<file path="src/rtl/simul_axi_ready_gen.sv">
// Multi-channel AXI ready generator for testbenches: fixed delay, LFSR-random delay or eager ready with back-off.
// Define SIMUL_AXI_READY_STATS_EN to add per-channel handshake count and max-wait outputs.
module simul_axi_ready_gen #(
  parameter int unsigned NCH     = 4,
  parameter int unsigned DELAY_W = 4,
  parameter logic [15:0] SEED    = 16'hACE1
) (
  input  logic                     clk,
  input  logic                     reset_n,
  input  logic [2*NCH-1:0]         mode,
  input  logic [DELAY_W*NCH-1:0]   delay,
  input  logic [NCH-1:0]           valid,
  output logic [NCH-1:0]           ready
`ifdef SIMUL_AXI_READY_STATS_EN
  ,
  output logic [32*NCH-1:0]        hs_count,
  output logic [DELAY_W*NCH-1:0]   max_wait
`endif
);

  localparam int unsigned REM_W = 17;
  localparam logic [15:0] LFSR_TAPS = 16'hB400;
  localparam logic [DELAY_W-1:0] CNT_MAX = '1;

  typedef enum logic [1:0] {
    MODE_FIXED = 2'd0,
    MODE_RAND  = 2'd1,
    MODE_EAGER = 2'd2,
    MODE_RSVD  = 2'd3
  } mode_e;

  // Mode-change detection is suppressed in the first cycle after reset, when mode_q is not yet valid.
  logic arm_q;

  always_ff @(posedge clk or negedge reset_n) begin
    if (!reset_n) arm_q <= 1'b0;
    else          arm_q <= 1'b1;
  end

  for (genvar i = 0; i < NCH; i++) begin : g_ch
    localparam logic [15:0] SEED_X = SEED ^ 16'(i + 1);
    localparam logic [15:0] SEED_I = (SEED_X == 16'h0000) ? 16'h0001 : SEED_X;

    mode_e              mode_raw, mode_eff, mode_q, mode_d;
    logic [DELAY_W-1:0] dly, wait_q, wait_d, eff_q, eff_d, wait_inc, rnd;
    logic [REM_W-1:0]   rem;
    logic [15:0]        lfsr_q, lfsr_d;
    logic               bo_q, bo_d, rdy, hs;

    assign mode_raw = mode_e'(mode[2*i +: 2]);
    assign mode_eff = (mode_raw == MODE_RSVD) ? MODE_FIXED : mode_raw;
    assign dly      = delay[DELAY_W*i +: DELAY_W];
    assign wait_inc = (wait_q == CNT_MAX) ? wait_q : wait_q + DELAY_W'(1);
    assign rem      = REM_W'(lfsr_q) % (REM_W'(dly) + REM_W'(1));
    assign rnd      = DELAY_W'(rem);
    assign hs       = valid[i] & rdy;
    assign ready[i] = reset_n & rdy;

    // Raw ready per mode; eager mode ignores valid and only honours the back-off window.
    always_comb begin
      rdy = 1'b0;
      case (mode_eff)
        MODE_RAND:  rdy = valid[i] && ((wait_q == '0) ? (rnd == '0) : (wait_q >= eff_q));
        MODE_EAGER: rdy = !bo_q || (wait_q >= dly);
        default:    rdy = valid[i] && ((dly == '0) || (wait_q >= dly));
      endcase
    end

    always_comb begin
      wait_d = wait_q;
      eff_d  = eff_q;
      bo_d   = bo_q;
      mode_d = mode_eff;
      lfsr_d = {1'b0, lfsr_q[15:1]} ^ (lfsr_q[0] ? LFSR_TAPS : 16'h0000);
      case (mode_eff)
        MODE_RAND: begin
          bo_d = 1'b0;
          if (!valid[i] || hs) begin
            wait_d = '0;
            eff_d  = '0;
          end else begin
            wait_d = wait_inc;
            if (wait_q == '0) eff_d = rnd;
          end
        end
        MODE_EAGER: begin
          eff_d = '0;
          if (hs) begin
            bo_d   = 1'b1;
            wait_d = '0;
          end else if (bo_q && (wait_q < dly)) begin
            wait_d = wait_inc;
          end else begin
            bo_d   = 1'b0;
            wait_d = '0;
          end
        end
        default: begin
          bo_d   = 1'b0;
          eff_d  = '0;
          wait_d = (!valid[i] || hs) ? '0 : wait_inc;
        end
      endcase
      if (arm_q && (mode_eff != mode_q)) begin
        wait_d = '0;
        eff_d  = '0;
        bo_d   = 1'b0;
      end
    end

    always_ff @(posedge clk or negedge reset_n) begin
      if (!reset_n) begin
        wait_q <= '0;
        eff_q  <= '0;
        bo_q   <= 1'b0;
        lfsr_q <= SEED_I;
        mode_q <= MODE_FIXED;
      end else begin
        wait_q <= wait_d;
        eff_q  <= eff_d;
        bo_q   <= bo_d;
        lfsr_q <= lfsr_d;
        mode_q <= mode_d;
      end
    end

`ifdef SIMUL_AXI_READY_STATS_EN
    logic [31:0]        hs_cnt_q, hs_cnt_d;
    logic [DELAY_W-1:0] max_q, max_d;

    always_comb begin
      hs_cnt_d = hs_cnt_q;
      max_d    = max_q;
      if (hs) begin
        hs_cnt_d = hs_cnt_q + 32'd1;
        if (wait_q > max_q) max_d = wait_q;
      end
    end

    always_ff @(posedge clk or negedge reset_n) begin
      if (!reset_n) begin
        hs_cnt_q <= '0;
        max_q    <= '0;
      end else begin
        hs_cnt_q <= hs_cnt_d;
        max_q    <= max_d;
      end
    end

    assign hs_count[32*i +: 32]           = hs_cnt_q;
    assign max_wait[DELAY_W*i +: DELAY_W] = max_q;
`endif
  end

endmodule
</file>
<file path="config.mk">
export PLATFORM = sky130hd
export DESIGN_NAME = simul_axi_ready_gen
export DESIGN_NICKNAME = d
export VERILOG_FILES = /design/src/rtl/simul_axi_ready_gen.sv
export SDC_FILE = /design/constraint.sdc
export NUM_CORES = 1
export LEC_CHECK = 0
export BUFFER_PORTS_ARGS = -buffer_cell sky130_fd_sc_hd__buf_2
export CORE_MARGIN = 5
export CORE_UTILIZATION = 40
export CTS_CLUSTER_DIAMETER = 50
export CTS_CLUSTER_SIZE = 12
export DETAILED_ROUTE_END_ITERATION = 12
export PLACE_DENSITY = 0.57
export SLEW_MARGIN = 20
export SYNTH_ARGS = -nofsm -noshare
export SYNTH_HDL_FRONTEND = slang
export SYNTH_SLANG_ARGS = --single-unit
</file>
<file path="constraint.sdc">
create_clock -name clk -period 61.4 [get_ports clk]
set_input_delay 12.28 -clock clk [delete_from_list [all_inputs] [get_ports clk]]
set_output_delay 12.28 -clock clk [all_outputs]
set_load 0.01 [all_outputs]
</file>
==> impl_metrics.yaml, run 1 <==
outcome:
  outcome: "completed"
placed_design:
  place_inst: 4522
  io_buffers: 33
  hpwl_um: 57880
  place_area_um2: 28680
  globalplace.congestion: 0.8646
timing:
  period_minus_slack_ps: 58440
  skew_ps: 12.83
  hold_slack_ps: 387.7
  fmax_mhz: 17.11
  hold_viol: 0
  fin_crit_sh_pct: 95.18
  finalMaxSlewViolations: 0
  tns_ps: 0
  max_slew_margin_pct: 30.80
  finalSetupViolations: 0
  worst_pin_slew_ps: 1035
clock_network:
  cts_hold_buf: 0
  cts_buffers: 9
  clock_sinks: 109
  clock_latency_ps: 390
  tritoncts: "yes"
  clk_pin_slew_ps: 70
  htreeDepth: 3
  ctsRootBufferMaster: "clkbuf_16"
  clockBufferDepth: 2
synth:
  synth-async-reset-ratio_pct: 100.0
  synth-edff-count: 0
  avgSynthCellArea_um2: 7.500
  synth_warnings: 0
  synth-seq-cells: 109
  synthDistinctLibCells: 149
  synth_flop_cell: "dfrtp_1"
  synth_seq_area_share_pct: 10.03
  synthCells: 3679
  syn_nets: 4069
  synth_area_um2: 27590
floorplanning:
  ios: 34
  die-area_um2: 74340
  num_rows: 96
  die_h_um: 272.6
  die_w_um: 272.6
  start_util_pct: 40.30
  core-area_um2: 68470
min_path:
  hold_depth: 0
  hold_path.class: "flip-flop to flip-flop"
  holdPathEnd: "g_ch[1].lfsr_q[5]$_DFF_PN1_"
  min-delay-start: "g_ch[1].lfsr_q[6]$_DFF_PN1_"
grt:
  grt_max_degree: 55
  grt_pass1_wl_um: 121500
  grtUsageTotal_pct: 18.59
  grt_pass1_vias: 24830
  grt_overflow: 0
  antenna_found_initial: 0
routing:
  drc_errors: 0
  wl_per_cell_um: 16.01
  drtPass1Iterations: 5
  dr_wl_met2_um: 31970
  via_per_inst: 5.942
  drtIter0Drc: 1524
  dr_wl_met3_um: 2250
  vias: 27000
  highest_layer: "met4"
  drtAntennaViolNets: 0
  wl_met1_um: 37830
  drt_wl_total_um: 72720
critical_path:
  cp.buffers_inverters: 5
  critPathRequiredTime_ps: 49120
  crit_family: "compound AO/OA/AOI/OAI gates"
  regToRegEndpoint: "g_ch[1].eff_q[2]$_DFFE_PN0P_"
  cp_slowest_stage_delay_ps: 440
  cpMostUsedCell: "o21a_1"
  r2r-start: "g_ch[1].lfsr_q[0]$_DFF_PN1_"
  r2r_slack_ps: 26860
  worstSetupStartpointType: "primary input"
  path_class: "primary input to output port"
  end_kind: "output port"
  crit_slowest_cell: "nor4_1"
  critPathArrivalTime_ps: 46160
  worstRegToRegCells: 154
  worstPathMaxFanout: 22
flow_run:
  drv_cap: 0
finish:
  antenna_cells_inserted: 0
  drive_gt1_share_pct: 10.68
  final_common_cell: "nor2_1"
  stdcell_count: 4543
  synthToLayoutAreaGrowth_pct: 5.841
  stdcell_area_um2: 29200
  final_cell_mix: "nor2_1, ha_1, nand2_1, nor3_1, o21ai_0"
  nets: 4046
synthesized netlist by cell type, types with 38 or more instances:
cell / count / area, um^2
nor2_1: 394 / 1479
ha_1: 356 / 4454
nand2_1: 270 / 1013
nor3_1: 234 / 1171
o21ai_0: 202 / 1011
o21a_1: 191 / 1434
a21oi_1: 181 / 905.9
inv_1: 132 / 495.5
nand3_1: 107 / 535.5
xnor2_1: 103 / 902.1
mux2i_1: 81 / 810.8
mux2_2: 80 / 900.9
nand2b_1: 77 / 481.7
dfrtp_1: 76 / 1902
clkbuf_1: 72 / 270.3
xor2_1: 61 / 534.3
nor2b_1: 58 / 362.9
a21o_1: 48 / 360.4
or3_1: 48 / 300.3
a31oi_1: 45 / 281.5
and2_1: 43 / 269.0
o31ai_1: 40 / 300.3
nand4_1: 39 / 244.0
o211ai_1: 38 / 285.3
or2_2: 38 / 237.7
stage by stage:
step           utilization (%)  setup slack, ps
3_5_place_dp             41.89           -431.4
5_1_grt                  42.66           -62.81
3_3_place_gp             41.89           -445.5
6_report                 42.66             2960
4_1_cts                  42.29            145.7
2_1_floorplan                -             6259
sequential cells by signal, summed over array words and instances, names as in the netlist:
signal / count
g_ch.wait_q: 16
g_ch.mode_q: 8
g_ch.eff_q: 16
g_ch.bo_q: 4
arm_q: 1
g_ch.lfsr_q: 64
kinds of logic (layout without fill, tap and decap cells):
| family | after synthesis | after routing | synth area share [%] |
|---|---|---|---|
| compound gates | 1135 | 1135 | 29.80 |
| xor+xnor | 166 | 166 | 5.346 |
| fa+ha+maj | 362 | 362 | 16.51 |
| buf+inv | 228 | 210 | 3.333 |
| flops | 109 | 109 | 10.03 |
| mux | 172 | 172 | 6.770 |
| other cells | 1 | 1 | 0.01359 |
| simple gates | 1506 | 1506 | 28.19 |
cell type report:
type                       count  area, um^2
fill                        7076       39260
multi-input combinational   3342       24180
sequential                   109        2769
tap                          882        1104
inverter                     133       499.2
timing repair buffer          61       389.1
clock buffer                  12       236.5
clock inverter                 4       27.53
repair_timing:
item                       CTS  global route
pin swaps                    0             3
setup endpoints to repair    1             4
resized for setup            3            52
cloned                       0             0
setup buffers                0             5
worst max path at each step:
stage	startpoint	endpoint	slack [ps]	cells after the start
floorplan	delay[0]	ready[0]	6260	155
global placement	delay[4]	ready[1]	-450	151
detailed placement	delay[4]	ready[1]	-430	151
CTS	delay[4]	ready[1]	150	151
global route	delay[4]	ready[1]	-60	159
finish	delay[4]	ready[1]	2960	156
worst reg2reg max path, delay by kind of cell (launching register included):
family	cells	cell delay, ps
AO/OA/AOI/OAI	76	16980
flip-flops	1	420
AND/OR/NAND/NOR	57	11580
buffers and inverters	3	340
adder cells (fa/ha/maj)	16	4630
multiplexers	2	490
metal layers:
layer | up-vias | GRT usage (%)
met5 | - | 0
met4 | 0 | 2.455
met3 | 52 | 1.896
met2 | 399 | 30.21
met1 | 12570 | 27.32
li1 | 13970 | -
Power of run 1 is left out: the tool's default activity adds up to more than one toggle a clock period on the data nets, which glitch-free logic cannot reach.
==> inputs of run 2 (changes only) <==
--- a/config.mk
+++ b/config.mk
@@ -11,7 +11,7 @@
 export CTS_CLUSTER_DIAMETER = 50
 export CTS_CLUSTER_SIZE = 12
 export DETAILED_ROUTE_END_ITERATION = 12
-export PLACE_DENSITY = 0.57
+export PLACE_DENSITY = 0.66
 export SLEW_MARGIN = 20
 export SYNTH_ARGS = -nofsm -noshare
 export SYNTH_HDL_FRONTEND = slang
==> run 2 against run 1 <==
  * Non-clock buffer count rose by 6
  * Setup slack got worse by 40 ps
  * Global-route usage fell by 0.22 points
  * Count of clock-buffer cells in the layout did not move
==> impl_metrics.yaml, run 2 (synthesis results as in run 1) <==
grt:
  grtUsageTotal_pct: 18.36
  grt_pass1_vias: 25530
  grt_overflow: 0
  grt_max_degree: 65
  antenna_found_initial: 0
  grt_pass1_wl_um: 120700
min_path:
  holdPathEnd: "g_ch[2].lfsr_q[5]$_DFF_PN1_"
  hold_path.class: "flip-flop to flip-flop"
  hold_depth: 0
  min-delay-start: "g_ch[2].lfsr_q[6]$_DFF_PN1_"
finish:
  synthToLayoutAreaGrowth_pct: 6.262
  stdcell_count: 4549
  largest_reg_flops: 64
  post-route-util_pct: 42.83
  antenna_cells_inserted: 0
  nFillCells: 6945
  top_register: "g_ch.lfsr_q"
  final_cell_mix: "nor2_1, ha_1, nand2_1, nor3_1, o21ai_0"
  nets: 4052
  final_common_cell: "nor2_1"
  largest_registers: "g_ch.lfsr_q x64, g_ch.eff_q x16, g_ch.wait_q x16"
  drive_gt1_share_pct: 11.04
routing:
  wl_per_cell_um: 15.56
  vias: 27240
  drtPass1Iterations: 6
  drtIter0Drc: 1672
  via_per_inst: 5.987
  drc_errors: 0
  drt_wl_total_um: 70770
  drtAntennaViolNets: 0
placed_design:
  io_buffers: 33
  globalplace.congestion: 0.9050
  hpwl_um: 56500
  place_inst: 4520
floorplanning:
  die_w_um: 272.6
  core-area_um2: 68470
  start_util_pct: 40.30
  die-area_um2: 74340
  die_h_um: 272.6
  num_rows: 96
  ios: 34
timing:
  tns_ps: 0
  max_slew_margin_pct: 32.76
  period_minus_slack_ps: 58480
  hold_viol: 0
  finalMaxSlewViolations: 0
  fin_crit_sh_pct: 95.24
  hold_slack_ps: 387.4
  worst_pin_slew_ps: 1004
  fmax_mhz: 17.10
  skew_ps: 6.504
  finalSetupViolations: 0
critical_path:
  r2r_slack_ps: 27030
  worstPathMaxFanout: 22
  critPathArrivalTime_ps: 46200
  worstRegToRegCells: 154
  cp_slowest_stage_delay_ps: 560
  crit_slowest_cell: "or4_1"
  end_kind: "output port"
  worstSetupStartpointType: "primary input"
  regToRegEndpoint: "g_ch[0].wait_q[3]$_DFF_PN0_"
  critPathRequiredTime_ps: 49120
  r2r-start: "g_ch[0].lfsr_q[0]$_DFF_PN0_"
  path_class: "primary input to output port"
  cpMostUsedCell: "o21a_1"
flow_run:
  drv_cap: 0
clock_network:
  cts_buffers: 9
  ctsRootBufferMaster: "clkbuf_16"
  clockBufferDepth: 2
  tritoncts: "yes"
  htreeDepth: 3
  clock_latency_ps: 390
  clk_pin_slew_ps: 70
  clock_sinks: 109
outcome:
  outcome: "completed"
## run 2: final cells by class
cell class	instances	area (um^2)	share of cell area, %
multi-input combinational	3342	24190	82.49
inverter	133	499.2	1.703
sequential	109	2769	9.444
clock buffer	12	256.5	0.8748
clock inverter	4	70.07	0.2390
timing repair buffer	67	436.7	1.489
tap	882	1104	3.764
## run 2: stage by stage
step	area, um^2	worst slack (ps)
3_5_place_dp	28670	27.97
6_report	29320	2920
2_1_floorplan	27590	6259
5_1_grt	29320	-107.6
4_1_cts	29000	109.7
3_3_place_gp	28670	232.6
## run 2: worst max path at each step
stage / startpoint / endpoint / slack (ps) / cells after the start
global placement: delay[4] / ready[1] / 230 / 151
detailed placement: delay[4] / ready[1] / 30 / 150
global route: delay[4] / ready[1] / -110 / 158
CTS: delay[4] / ready[1] / 110 / 151
finish: delay[0] / ready[0] / 2920 / 155
floorplan: delay[0] / ready[0] / 6260 / 155
## run 2: metal layers
layer,vias up,global-route usage [%],share of wire [%]
li1,13990,-,-
met1,12700,25.49,50
met2,475,31.35,46
met3,74,2.011,3.5
met4,0,2.909,1.2
met5,-,0,0
## run 2: what timing repair did
item	4_1_cts	5_1_grt
hold buffers	0	0
resized for setup	1	60
pin swaps	0	6
endpoints found under the setup margin	1	4
setup buffers	0	13
## run 2: critical path: cells and delay by family
family          cells  cell delay, ps
mux                 4            1370
compound gates     79           16440
buf+inv             7             890
simple gates       48           10250
fa+ha+maj          17            4910
Power of run 2 is left out for the same reason.
==> inputs of run 3 (changes only) <==
--- a/config.mk
+++ b/config.mk
@@ -11,6 +11,7 @@
 export CTS_CLUSTER_DIAMETER = 50
 export CTS_CLUSTER_SIZE = 12
 export DETAILED_ROUTE_END_ITERATION = 12
+export GPL_TIMING_DRIVEN = 0
 export PLACE_DENSITY = 0.66
 export SLEW_MARGIN = 20
 export SYNTH_ARGS = -nofsm -noshare
==> run 3 against run 2 <==
  * Final area rose by 1.9%
  * Critical path type unchanged
  * Via count increased by 1.4%
  * Global-route usage down 0.36 points
  * Maximum frequency barely moved
  * Sequential share of layout area fell by 0.18 points
  * Count of clock-buffer cells in the layout is the same
  * Register-to-register slack worse by 310 ps
  * Flip-flop and latch count stayed put
  * First-iteration DRC count decreased by 11%
  * Setup slack got worse by 30 ps
==> impl_metrics.yaml, run 3 (synthesis results as in run 1) <==
placed_design:
  place_ws_ps: 84.71
  globalplace.congestion: 0.8685
  place_inst: 4603
  hpwl_um: 56440
  io_buffers: 33
  place_area_um2: 29050
critical_path:
  cpMostUsedCell: "o21a_1"
  crit_slowest_cell: "or4b_1"
  worstPathMaxFanout: 22
  crit_end: "ready[0]"
  path_class: "primary input to output port"
  critPathRequiredTime_ps: 49120
  cp_slowest_stage_delay_ps: 540
  worstSetupStartpointType: "primary input"
  worstRegToRegCells: 162
  r2r_slack_ps: 26720
  r2r-start: "g_ch[1].lfsr_q[0]$_DFF_PN1_"
  critPathArrivalTime_ps: 46230
  end_kind: "output port"
  regToRegEndpoint: "g_ch[1].eff_q[3]$_DFFE_PN0P_"
  crit_start: "delay[0]"
routing:
  vias: 27610
  drtPass1Iterations: 5
  drtIter0Drc: 1489
  drtAntennaViolNets: 0
  via_per_inst: 5.938
  drt_wl_total_um: 70480
  drc_errors: 0
  wl_per_cell_um: 15.16
timing:
  worst_pin_slew_ps: 1040
  worst_slack_ps: 2890
  max_slew_margin_pct: 30.46
  tns_ps: 0
  period_minus_slack_ps: 58510
  fmax_mhz: 17.09
  hold_viol: 0
  skew_ps: 13.04
  finalSetupViolations: 0
  finalMaxSlewViolations: 0
  fin_crit_sh_pct: 95.29
floorplanning:
  ios: 34
  start_util_pct: 40.30
  num_rows: 96
  die_h_um: 272.6
  core-area_um2: 68470
  die-area_um2: 74340
  die_w_um: 272.6
clock_network:
  cts_hold_buf: 0
  clk_pin_slew_ps: 70
  cts_buffers: 9
  clock_latency_ps: 400
  clock_sinks: 109
  htreeDepth: 3
  clockBufferDepth: 2
  tritoncts: "yes"
  ctsRootBufferMaster: "clkbuf_16"
finish:
  nFillCells: 7016
  multi_input_area_um2: 24220
  drive_gt1_share_pct: 11.62
  ff_latch_area_um2: 2769
  final_common_cell: "nor2_1"
  stdcell_count: 4650
  stdcell_area_um2: 29880
  final_cell_mix: "nor2_1, ha_1, nand2_1, nor3_1, o21ai_0"
  largest_reg_flops: 64
  largest_registers: "g_ch.lfsr_q x64, g_ch.eff_q x16, g_ch.wait_q x16"
  antenna_cells_inserted: 0
  nets: 4153
  synthToLayoutAreaGrowth_pct: 8.303
  top_register: "g_ch.lfsr_q"
outcome:
  outcome: "completed"
min_path:
  hold_path.class: "flip-flop to flip-flop"
grt:
  grt_pass1_wl_um: 118800
  antenna_found_initial: 0
  grtUsageTotal_pct: 18.01
  grt_max_degree: 67
  grt_pass1_vias: 25510
  grt_overflow: 0
flow_run:
  drv_cap: 0
run 3: changes by cell type in the layout (fill, tap and decap cells not counted), moves of 3 or more:
| cell | change |
|---|---|
| clkbuf_1 | +72 |
| buf_2 | +12 |
| buf_6 | +12 |
| clkinvlp_4 | +4 |
| inv_1 | -4 |
| nand3_2 | -4 |
| nor3_2 | +4 |
| a21oi_2 | -3 |
| nand3_1 | +3 |
| nor2_1 | -3 |
| nor2b_2 | +3 |
| nor3_1 | -3 |
run 3: per-layer routing:
layer / global-route usage, % / routed length, um / up-vias
li1: - / - / 14190
met1: 24.56 / 34710 / 12940
met2: 31.37 / 32950 / 421
met3: 1.809 / 2006 / 64
met4: 2.909 / 809 / 0
met5: 0 / 0 / -
run 3: through the flow:
step | hold slack [ps] | utilization (%)
after floorplan | 351.9 | -
after global placement | 352.7 | 42.15
after detailed placement | 354.8 | 42.42
after CTS | 369.5 | 42.88
after global routing | 373.8 | 43.65
final | 369.2 | 43.65
run 3: critical path, delay by kind of cell:
| kind | cells | cell delay (ps) |
|---|---|---|
| AO/OA/AOI/OAI | 76 | 15730 |
| buffers and inverters | 10 | 1520 |
| adder cells (fa/ha/maj) | 17 | 4960 |
| multiplexers | 5 | 1690 |
| AND/OR/NAND/NOR | 48 | 9980 |
run 3: area by class of cell:
class / count / share of cell area, %
well taps: 882 / 3.693
clock inverters: 4 / 0.2470
plain buffers: 95 / 1.415
inverters: 133 / 1.721
multi-input cells: 3342 / 81.05
repair buffers: 73 / 1.821
flip-flops and latches: 109 / 9.266
clock buffers: 12 / 0.7913
run 3: worst min path at each step:
stage / start / to / slack [ps] / cells past startpoint
5_1_grt: g_ch[1].lfsr_q[0]$_DFF_PN1_ / g_ch[1].lfsr_q[15]$_DFF_PN1_ / 370 / 0
6_report: g_ch[1].lfsr_q[0]$_DFF_PN1_ / g_ch[1].lfsr_q[15]$_DFF_PN1_ / 370 / 0
3_3_place_gp: g_ch[3].lfsr_q[0]$_DFF_PN1_ / g_ch[3].lfsr_q[15]$_DFF_PN1_ / 350 / 0
2_1_floorplan: g_ch[3].lfsr_q[0]$_DFF_PN1_ / g_ch[3].lfsr_q[15]$_DFF_PN1_ / 350 / 0
4_1_cts: g_ch[3].lfsr_q[0]$_DFF_PN1_ / g_ch[3].lfsr_q[15]$_DFF_PN1_ / 370 / 0
3_5_place_dp: g_ch[3].lfsr_q[0]$_DFF_PN1_ / g_ch[3].lfsr_q[15]$_DFF_PN1_ / 350 / 0
run 3: timing repair:
item / in CTS / in global routing
endpoints found under the setup margin: 1 / 4
resized for setup: 2 / 74
pin swaps: 0 / 8
buffers inserted: 0 / 31
Power of run 3 is left out for the same reason.
